<file path="config.mk">
export PLATFORM = sky130hd
export DESIGN_NAME = fp16_mul_seq
export DESIGN_NICKNAME = d
export VERILOG_FILES = /design/src/rtl/fp16_mul_seq.sv
export SDC_FILE = /design/constraint.sdc
export NUM_CORES = 1
export LEC_CHECK = 0
export ABC_AREA = 1
export CORE_ASPECT_RATIO = 0.7
export CORE_MARGIN = 2
export CORE_UTILIZATION = 30
export CTS_CLUSTER_DIAMETER = 200
export DETAILED_ROUTE_END_ITERATION = 8
export GPL_ROUTABILITY_DRIVEN = 0
export PLACE_DENSITY = 0.46
export SLEW_MARGIN = 10
export SYNTH_ARGS = -nofsm -noshare
export SYNTH_HDL_FRONTEND = slang
export SYNTH_SLANG_ARGS = --single-unit
</file>
<file path="constraint.sdc">
create_clock -name CLK -period 2.7 [get_ports CLK]
set_input_delay 0.54 -clock CLK [delete_from_list [all_inputs] [get_ports CLK]]
set_output_delay 0.54 -clock CLK [all_outputs]
set_load 0.01 [all_outputs]
</file>
<file path="src/rtl/fp16_mul_seq.sv">
// fp16_mul_seq: multi-cycle IEEE-754 binary16 multiplier (11-step shift-add, round-to-nearest-even).
// Optional macro FP16_SUBNORMAL_EN adds subnormal operands/results; otherwise they flush to signed zero.
module fp16_mul_seq (
    input  logic        CLK,
    input  logic        RST_N,
    input  logic        START,
    input  logic [15:0] OP_A_HALF,
    input  logic [15:0] OP_B_HALF,
    output logic        BUSY,
    output logic        DONE,
    output logic [15:0] RESULT_HALF,
    output logic [2:0]  EXC_FLAGS
);

    typedef enum logic [2:0] {
        IDLE   = 3'd0,
        DECODE = 3'd1,
        MULT   = 3'd2,
        NORM   = 3'd3,
        ROUND  = 3'd4
    } state_t;

    state_t             state_q, state_d;
    logic [15:0]        op_a_q, op_a_d;
    logic [15:0]        op_b_q, op_b_d;
    logic [21:0]        acc_q, acc_d;
    logic [3:0]         cnt_q, cnt_d;
    logic signed [6:0]  exp_q, exp_d;
    logic [9:0]         mant_q, mant_d;
    logic               guard_q, guard_d;
    logic               sticky_q, sticky_d;
    logic               special_q, special_d;
    logic [15:0]        spec_res_q, spec_res_d;
    logic [2:0]         spec_flags_q, spec_flags_d;
    logic [15:0]        result_q, result_d;
    logic [2:0]         flags_q, flags_d;
    logic               done_q, done_d;
`ifdef FP16_SUBNORMAL_EN
    logic               tiny_q, tiny_d;
`endif

    // Operand fields, taken straight from the captured operands.
    logic [4:0]  exp_a, exp_b;
    logic [9:0]  man_a, man_b;
    logic [10:0] sig_a, sig_b;
    logic [4:0]  eff_exp_a, eff_exp_b;
    logic        res_sign;
    logic        nan_a, nan_b, inf_a, inf_b, zero_a, zero_b;

    assign exp_a    = op_a_q[14:10];
    assign exp_b    = op_b_q[14:10];
    assign man_a    = op_a_q[9:0];
    assign man_b    = op_b_q[9:0];
    assign sig_a    = {|exp_a, man_a};
    assign sig_b    = {|exp_b, man_b};
    assign res_sign = op_a_q[15] ^ op_b_q[15];
    assign nan_a    = (&exp_a) & (|man_a);
    assign nan_b    = (&exp_b) & (|man_b);
    assign inf_a    = (&exp_a) & ~(|man_a);
    assign inf_b    = (&exp_b) & ~(|man_b);

`ifdef FP16_SUBNORMAL_EN
    assign zero_a    = ~(|exp_a) & ~(|man_a);
    assign zero_b    = ~(|exp_b) & ~(|man_b);
    assign eff_exp_a = (|exp_a) ? exp_a : 5'd1;
    assign eff_exp_b = (|exp_b) ? exp_b : 5'd1;
`else
    // Subnormal operands count as zero and take the special-case path.
    assign zero_a    = ~(|exp_a);
    assign zero_b    = ~(|exp_b);
    assign eff_exp_a = exp_a;
    assign eff_exp_b = exp_b;
`endif

    // Normalization of the raw product held in acc_q.
    logic signed [6:0] exp_sum;
    logic signed [6:0] norm_exp;
    logic [9:0]        norm_mant;
    logic              norm_guard;
    logic              norm_sticky;
`ifdef FP16_SUBNORMAL_EN
    logic              norm_tiny;
    logic [20:0]       norm_sig;
    logic              norm_extra;
    logic [4:0]        lz;
    logic signed [6:0] shift_full;
    logic [4:0]        shift_amt;
    logic [51:0]       shifted;

    function automatic logic [4:0] lzc21(input logic [20:0] v);
        logic [4:0] n;
        n = 5'd0;
        for (int i = 0; i <= 20; i++) begin
            if (v[i]) n = 5'(20 - i);
        end
        return n;
    endfunction
`endif

    assign exp_sum = $signed({2'b00, eff_exp_a}) + $signed({2'b00, eff_exp_b}) - 7'sd15;

    always_comb begin
        // NOTE: every variable written here gets a default first, so no latch is inferred.
        norm_exp    = exp_sum;
        norm_mant   = 10'd0;
        norm_guard  = 1'b0;
        norm_sticky = 1'b0;
`ifdef FP16_SUBNORMAL_EN
        norm_tiny  = 1'b0;
        norm_extra = 1'b0;
        lz         = 5'd0;
        shift_amt  = 5'd0;
        if (acc_q[21]) begin
            norm_sig   = acc_q[21:1];
            norm_extra = acc_q[0];
            norm_exp   = exp_sum + 7'sd1;
        end else begin
            lz       = lzc21(acc_q[20:0]);
            norm_sig = acc_q[20:0] << lz;
            norm_exp = exp_sum - $signed({2'b00, lz});
        end
        // Tiny results are denormalized; shifts past 31 only feed sticky anyway.
        shift_full = 7'sd1 - norm_exp;
        if (norm_exp <= 7'sd0) begin
            norm_tiny = 1'b1;
            shift_amt = (shift_full > 7'sd31) ? 5'd31 : shift_full[4:0];
            norm_exp  = 7'sd0;
        end
        shifted     = 52'({norm_sig, 32'd0} >> shift_amt);
        norm_mant   = shifted[51:42];
        norm_guard  = shifted[41];
        norm_sticky = (|shifted[40:0]) | norm_extra;
`else
        if (acc_q[21]) begin
            norm_mant   = acc_q[20:11];
            norm_guard  = acc_q[10];
            norm_sticky = |acc_q[9:0];
            norm_exp    = exp_sum + 7'sd1;
        end else begin
            norm_mant   = acc_q[19:10];
            norm_guard  = acc_q[9];
            norm_sticky = |acc_q[8:0];
        end
`endif
    end

    // Rounding: a carry out of the mantissa bumps the exponent.
    logic              round_up;
    logic [10:0]       rnd_mant;
    logic signed [6:0] rnd_exp;

    assign round_up = guard_q & (sticky_q | mant_q[0]);
    assign rnd_mant = {1'b0, mant_q} + {10'd0, round_up};
    assign rnd_exp  = exp_q + $signed({6'd0, rnd_mant[10]});

    always_comb begin
        state_d      = state_q;
        op_a_d       = op_a_q;
        op_b_d       = op_b_q;
        acc_d        = acc_q;
        cnt_d        = cnt_q;
        exp_d        = exp_q;
        mant_d       = mant_q;
        guard_d      = guard_q;
        sticky_d     = sticky_q;
        special_d    = special_q;
        spec_res_d   = spec_res_q;
        spec_flags_d = spec_flags_q;
        result_d     = result_q;
        flags_d      = flags_q;
        done_d       = 1'b0;
`ifdef FP16_SUBNORMAL_EN
        tiny_d       = tiny_q;
`endif

        case (state_q)
            IDLE: begin
                if (START) begin
                    op_a_d  = OP_A_HALF;
                    op_b_d  = OP_B_HALF;
                    state_d = DECODE;
                end
            end

            DECODE: begin
                special_d    = 1'b1;
                spec_flags_d = 3'b000;
                spec_res_d   = {res_sign, 15'h0000};
                state_d      = ROUND;
                if (nan_a | nan_b | (inf_a & zero_b) | (inf_b & zero_a)) begin
                    spec_res_d   = 16'h7E00;
                    spec_flags_d = 3'b100;
                end else if (inf_a | inf_b) begin
                    spec_res_d = {res_sign, 15'h7C00};
                end else if (!(zero_a | zero_b)) begin
                    special_d = 1'b0;
                    acc_d     = 22'd0;
                    cnt_d     = 4'd0;
                    state_d   = MULT;
                end
            end

            MULT: begin
                if (sig_b[cnt_q]) begin
                    acc_d = acc_q + ({11'd0, sig_a} << cnt_q);
                end
                if (cnt_q == 4'd10) begin
                    state_d = NORM;
                end else begin
                    cnt_d = cnt_q + 4'd1;
                end
            end

            NORM: begin
                exp_d    = norm_exp;
                mant_d   = norm_mant;
                guard_d  = norm_guard;
                sticky_d = norm_sticky;
`ifdef FP16_SUBNORMAL_EN
                tiny_d   = norm_tiny;
`endif
                state_d  = ROUND;
            end

            ROUND: begin
                state_d = IDLE;
                done_d  = 1'b1;
                if (special_q) begin
                    result_d = spec_res_q;
                    flags_d  = spec_flags_q;
                end else if (rnd_exp >= 7'sd31) begin
                    result_d = {res_sign, 5'h1F, 10'h000};
                    flags_d  = 3'b010;
`ifdef FP16_SUBNORMAL_EN
                end else begin
                    result_d = {res_sign, rnd_exp[4:0], rnd_mant[9:0]};
                    flags_d  = {2'b00, tiny_q & (guard_q | sticky_q)};
                end
`else
                end else if (rnd_exp <= 7'sd0) begin
                    result_d = {res_sign, 15'h0000};
                    flags_d  = 3'b001;
                end else begin
                    result_d = {res_sign, rnd_exp[4:0], rnd_mant[9:0]};
                    flags_d  = 3'b000;
                end
`endif
            end

            default: state_d = IDLE;
        endcase
    end

    always_ff @(posedge CLK or negedge RST_N) begin
        if (!RST_N) begin
            state_q      <= IDLE;
            op_a_q       <= 16'h0000;
            op_b_q       <= 16'h0000;
            acc_q        <= 22'd0;
            cnt_q        <= 4'd0;
            exp_q        <= 7'sd0;
            mant_q       <= 10'd0;
            guard_q      <= 1'b0;
            sticky_q     <= 1'b0;
            special_q    <= 1'b0;
            spec_res_q   <= 16'h0000;
            spec_flags_q <= 3'b000;
            result_q     <= 16'h0000;
            flags_q      <= 3'b000;
            done_q       <= 1'b0;
`ifdef FP16_SUBNORMAL_EN
            tiny_q       <= 1'b0;
`endif
        end else begin
            // NOTE: non-blocking assignments so every flop samples pre-edge values.
            state_q      <= state_d;
            op_a_q       <= op_a_d;
            op_b_q       <= op_b_d;
            acc_q        <= acc_d;
            cnt_q        <= cnt_d;
            exp_q        <= exp_d;
            mant_q       <= mant_d;
            guard_q      <= guard_d;
            sticky_q     <= sticky_d;
            special_q    <= special_d;
            spec_res_q   <= spec_res_d;
            spec_flags_q <= spec_flags_d;
            result_q     <= result_d;
            flags_q      <= flags_d;
            done_q       <= done_d;
`ifdef FP16_SUBNORMAL_EN
            tiny_q       <= tiny_d;
`endif
        end
    end

    assign BUSY        = (state_q != IDLE);
    assign DONE        = done_q;
    assign RESULT_HALF = result_q;
    assign EXC_FLAGS   = flags_q;

endmodule
</file>
==> flow_summary.json <==
{
  "status": "finished with violations",
  "violations": "setup timing",
  "skew_ns": 0.0105,
  "grt_pass1_wl_um": 35700,
  "peakVddDrop_uv": 803,
  "htree_num_levels": 3,
  "max_freq_ghz": 0.346,
  "clkTransAtPathRegs_ns": 0.08,
  "rows": 47,
  "synth.avg_cell_area_sq_um": 7.05,
  "hold_violations": 0,
  "synthesis.area_sq_um": 7230,
  "core-area_sq_um": 23600,
  "powerDensity_nw_per_um2": 1330,
  "fin_ws_ns": -0.188,
  "period_minus_slack_ns": 2.89,
  "crit_path_end_kind": "register",
  "holdCritPathClass": "input pin to asynchronous set/reset pin",
  "place_ws_ns": -0.328,
  "n_antenna_cell": 0,
  "final_cell_mix": "nand2_1 (285), buf_4 (150), dfrtp_1 (103)",
  "dpl_cell_area_sq_um": 9040,
  "worst_ep_required_time_ns": 2.96,
  "rsz0062_at_grt": "yes",
  "finalCritPeriodShare_pct": 107,
  "cts_root_buffer": "clkbuf_16",
  "cap_violations": 0,
  "ys_ff_latch": 104,
  "ys_types": 44,
  "syn_to_final_growth_pct": 48.3,
  "clock_sinks": 104,
  "yosysSeqAreaShare_pct": 36.0,
  "relSlewSlack_pct": 44.1,
  "post-route-drc-count": 0,
  "start_util_pct": 30.6,
  "synth_nets": 1102,
  "firstDrtPassIters": 4,
  "die_w_um": 189,
  "wl_per_cell_um": 14.3,
  "netlist_instances": 1025,
  "antenna_found_initial": 0,
  "cts-buffers-inserted": 9,
  "critical_path_class": "register to register",
  "cts_tree": "done",
  "final_nets": 1313,
  "dp.final_hpwl_um": 16600,
  "avgViaCountPerCell": 4.61,
  "grt_max_degree": 45,
  "dieHeight_um": 134,
  "wirelength_um": 22400,
  "yosys_warnings": 0,
  "fin_area_sq_um": 10700,
  "grt-ovfl-total": 0,
  "drive_above_1_share_pct": 33.5,
  "r2r-start": "sticky_q$_DFFE_PN0N_",
  "rrSetupSlack_ns": -0.19,
  "drt_iter0_drc": 351,
  "die_area_sq_um": 25400,
  "crit_fanout": 2,
  "grt_pass1_vias": 6774,
  "grt_usage_pct": 17.8,
  "ant_nets": 0,
  "maxSlewViolCount": 0,
  "start_kind": "register",
  "final_common_cell": "nand2_1",
  "cts_hold_buf": 0,
  "vias": 7193,
  "critical_path_arrival_ns": 3.15,
  "tightest_slew_ns": 0.831,
  "setup_viol": 16,
  "reg2reg_depth": 22,
  "clock_latency_ns": 0.37,
  "r2r-end": "RESULT_HALF[8]$_DFFE_PN0P_",
  "port_buffers": 55,
  "p_leak_nw": 5.24,
  "io_pins": 56,
  "clockBufferDepth": 2
}
## area by class of cell
| type | instances | area (sq um) |
|---|---|---|
| multi-input cells | 776 | 4980 |
| well taps | 318 | 398 |
| clock buffers | 9 | 225 |
| flip-flops and latches | 104 | 2600 |
| repair buffers | 226 | 1980 |
| repair inverters | 1 | 7.51 |
| fillers | 2413 | 12900 |
| clock inverters | 7 | 72.6 |
| inverters | 118 | 452 |
## per-layer routing
metal	share of wire (%)	vias to the layer above	track usage, %
met1	56	3353	28.4
met3	3.6	15	3.95
met4	1.0	0	3.75
li1	-	3735	-
met5	0	-	0
met2	39	90	24.0
## worst max-delay path by stage
stage / start / endpoint / slack (ns)
after floorplan: mant_q[0]$_DFFE_PN0N_ / RESULT_HALF[2]$_DFFE_PN0P_ / 0.004
after global placement: cnt_q[0]$_DFFE_PN0P_ / acc_q[14]$_DFFE_PN0P_ / -0.26
after detailed placement: cnt_q[0]$_DFFE_PN0P_ / acc_q[14]$_DFFE_PN0P_ / -0.33
after CTS: sticky_q$_DFFE_PN0N_ / RESULT_HALF[5]$_DFFE_PN0P_ / -0.19
after global routing: sticky_q$_DFFE_PN0N_ / RESULT_HALF[5]$_DFFE_PN0P_ / -0.34
final: sticky_q$_DFFE_PN0N_ / RESULT_HALF[8]$_DFFE_PN0P_ / -0.19
## where the power goes
part | internal, mW | switching, mW
registers | 2.21 | 0.621
clock network | 0.656 | 0.685
logic | 4.66 | 5.45
## cell usage after synthesis, drive strengths merged
cell type / count / area, sq um
nor3b: 1 / 7.51
nand2: 338 / 1280
dfrtp: 104 / 2600
nor3: 8 / 67.6
inv: 118 / 445
nand3: 86 / 435
mux2: 15 / 169
or2: 2 / 12.5
xnor2: 8 / 70.1
o21a: 2 / 15.0
mux2i: 1 / 10.0
o22ai: 3 / 18.8
a21oi: 42 / 214
a41oi: 1 / 8.76
xor2: 17 / 149
nor2: 114 / 454
buf: 14 / 71.3
nor4: 4 / 25.0
nand4: 13 / 81.3
ha: 40 / 500
and2: 2 / 12.5
clkbuf: 13 / 48.8
a31oi: 12 / 90.1
fa: 2 / 40.0
o21ai: 45 / 248
o211ai: 4 / 30.0
nand3b: 11 / 82.6
o21bai: 5 / 37.5
## state kept, by name, indices dropped and copies added, names as in the netlist
name,cells
DONE,1
EXC_FLAGS,3
RESULT_HALF,16
acc_q,22
cnt_q,4
exp_q,7
guard_q,1
mant_q,10
op_a_q,16
op_b_q,16
spec_res_q,3
special_q,1
state_q,3
sticky_q,1
## per-stage QoR
stage               std cells  hold WS [ns]  total power [mW]  TNS [ns]  utilization, %
floorplan                1025         0.244              7.31         0               -
global placement         1487         0.467              10.5     -4.56            38.2
detailed placement       1487         0.468              10.5     -5.90            38.2
CTS                      1539         0.154              12.3     -2.02            41.4
global route             1559         0.177              15.5     -5.56            45.3
finish                   1559         0.153              14.3     -1.12            45.3
## kinds of logic after synthesis
group | share of synthesized area, %
adder cells (fa/ha/maj) | 7.48
buffers and inverters | 7.83
AND/OR/NAND/NOR | 34.0
flip-flops | 36.0
AO/OA/AOI/OAI | 9.16
multiplexers | 2.48
XOR/XNOR | 3.03
## critical path: stages, from the launching register on
cell and delay (ns):
dfrtp_1 0.37, nor2_1 0.05, nor2_1 0.10, ha_2 0.21, ha_4 0.14, nand2_4 0.05, nor2_4 0.12, nand3_4 0.09
nor2_4 0.12, nand2_2 0.09, buf_6 0.12, buf_4 0.11, buf_4 0.12, buf_4 0.12, buf_4 0.12, buf_4 0.12
buf_4 0.12, buf_4 0.12, buf_4 0.12, buf_4 0.13, buf_4 0.12, nand2_2 0.06, o21ai_2 0.05
## repair_timing
| item | 4_1_cts | 5_1_grt |
|---|---|---|
| gates cloned | 0 | 2 |
| pin swaps | 12 | 94 |
| setup buffers | 36 | 20 |
| resized for setup | 59 | 202 |
| setup endpoints to repair | 33 | 37 |
Note: power is estimated with default switching activity, not from simulation.
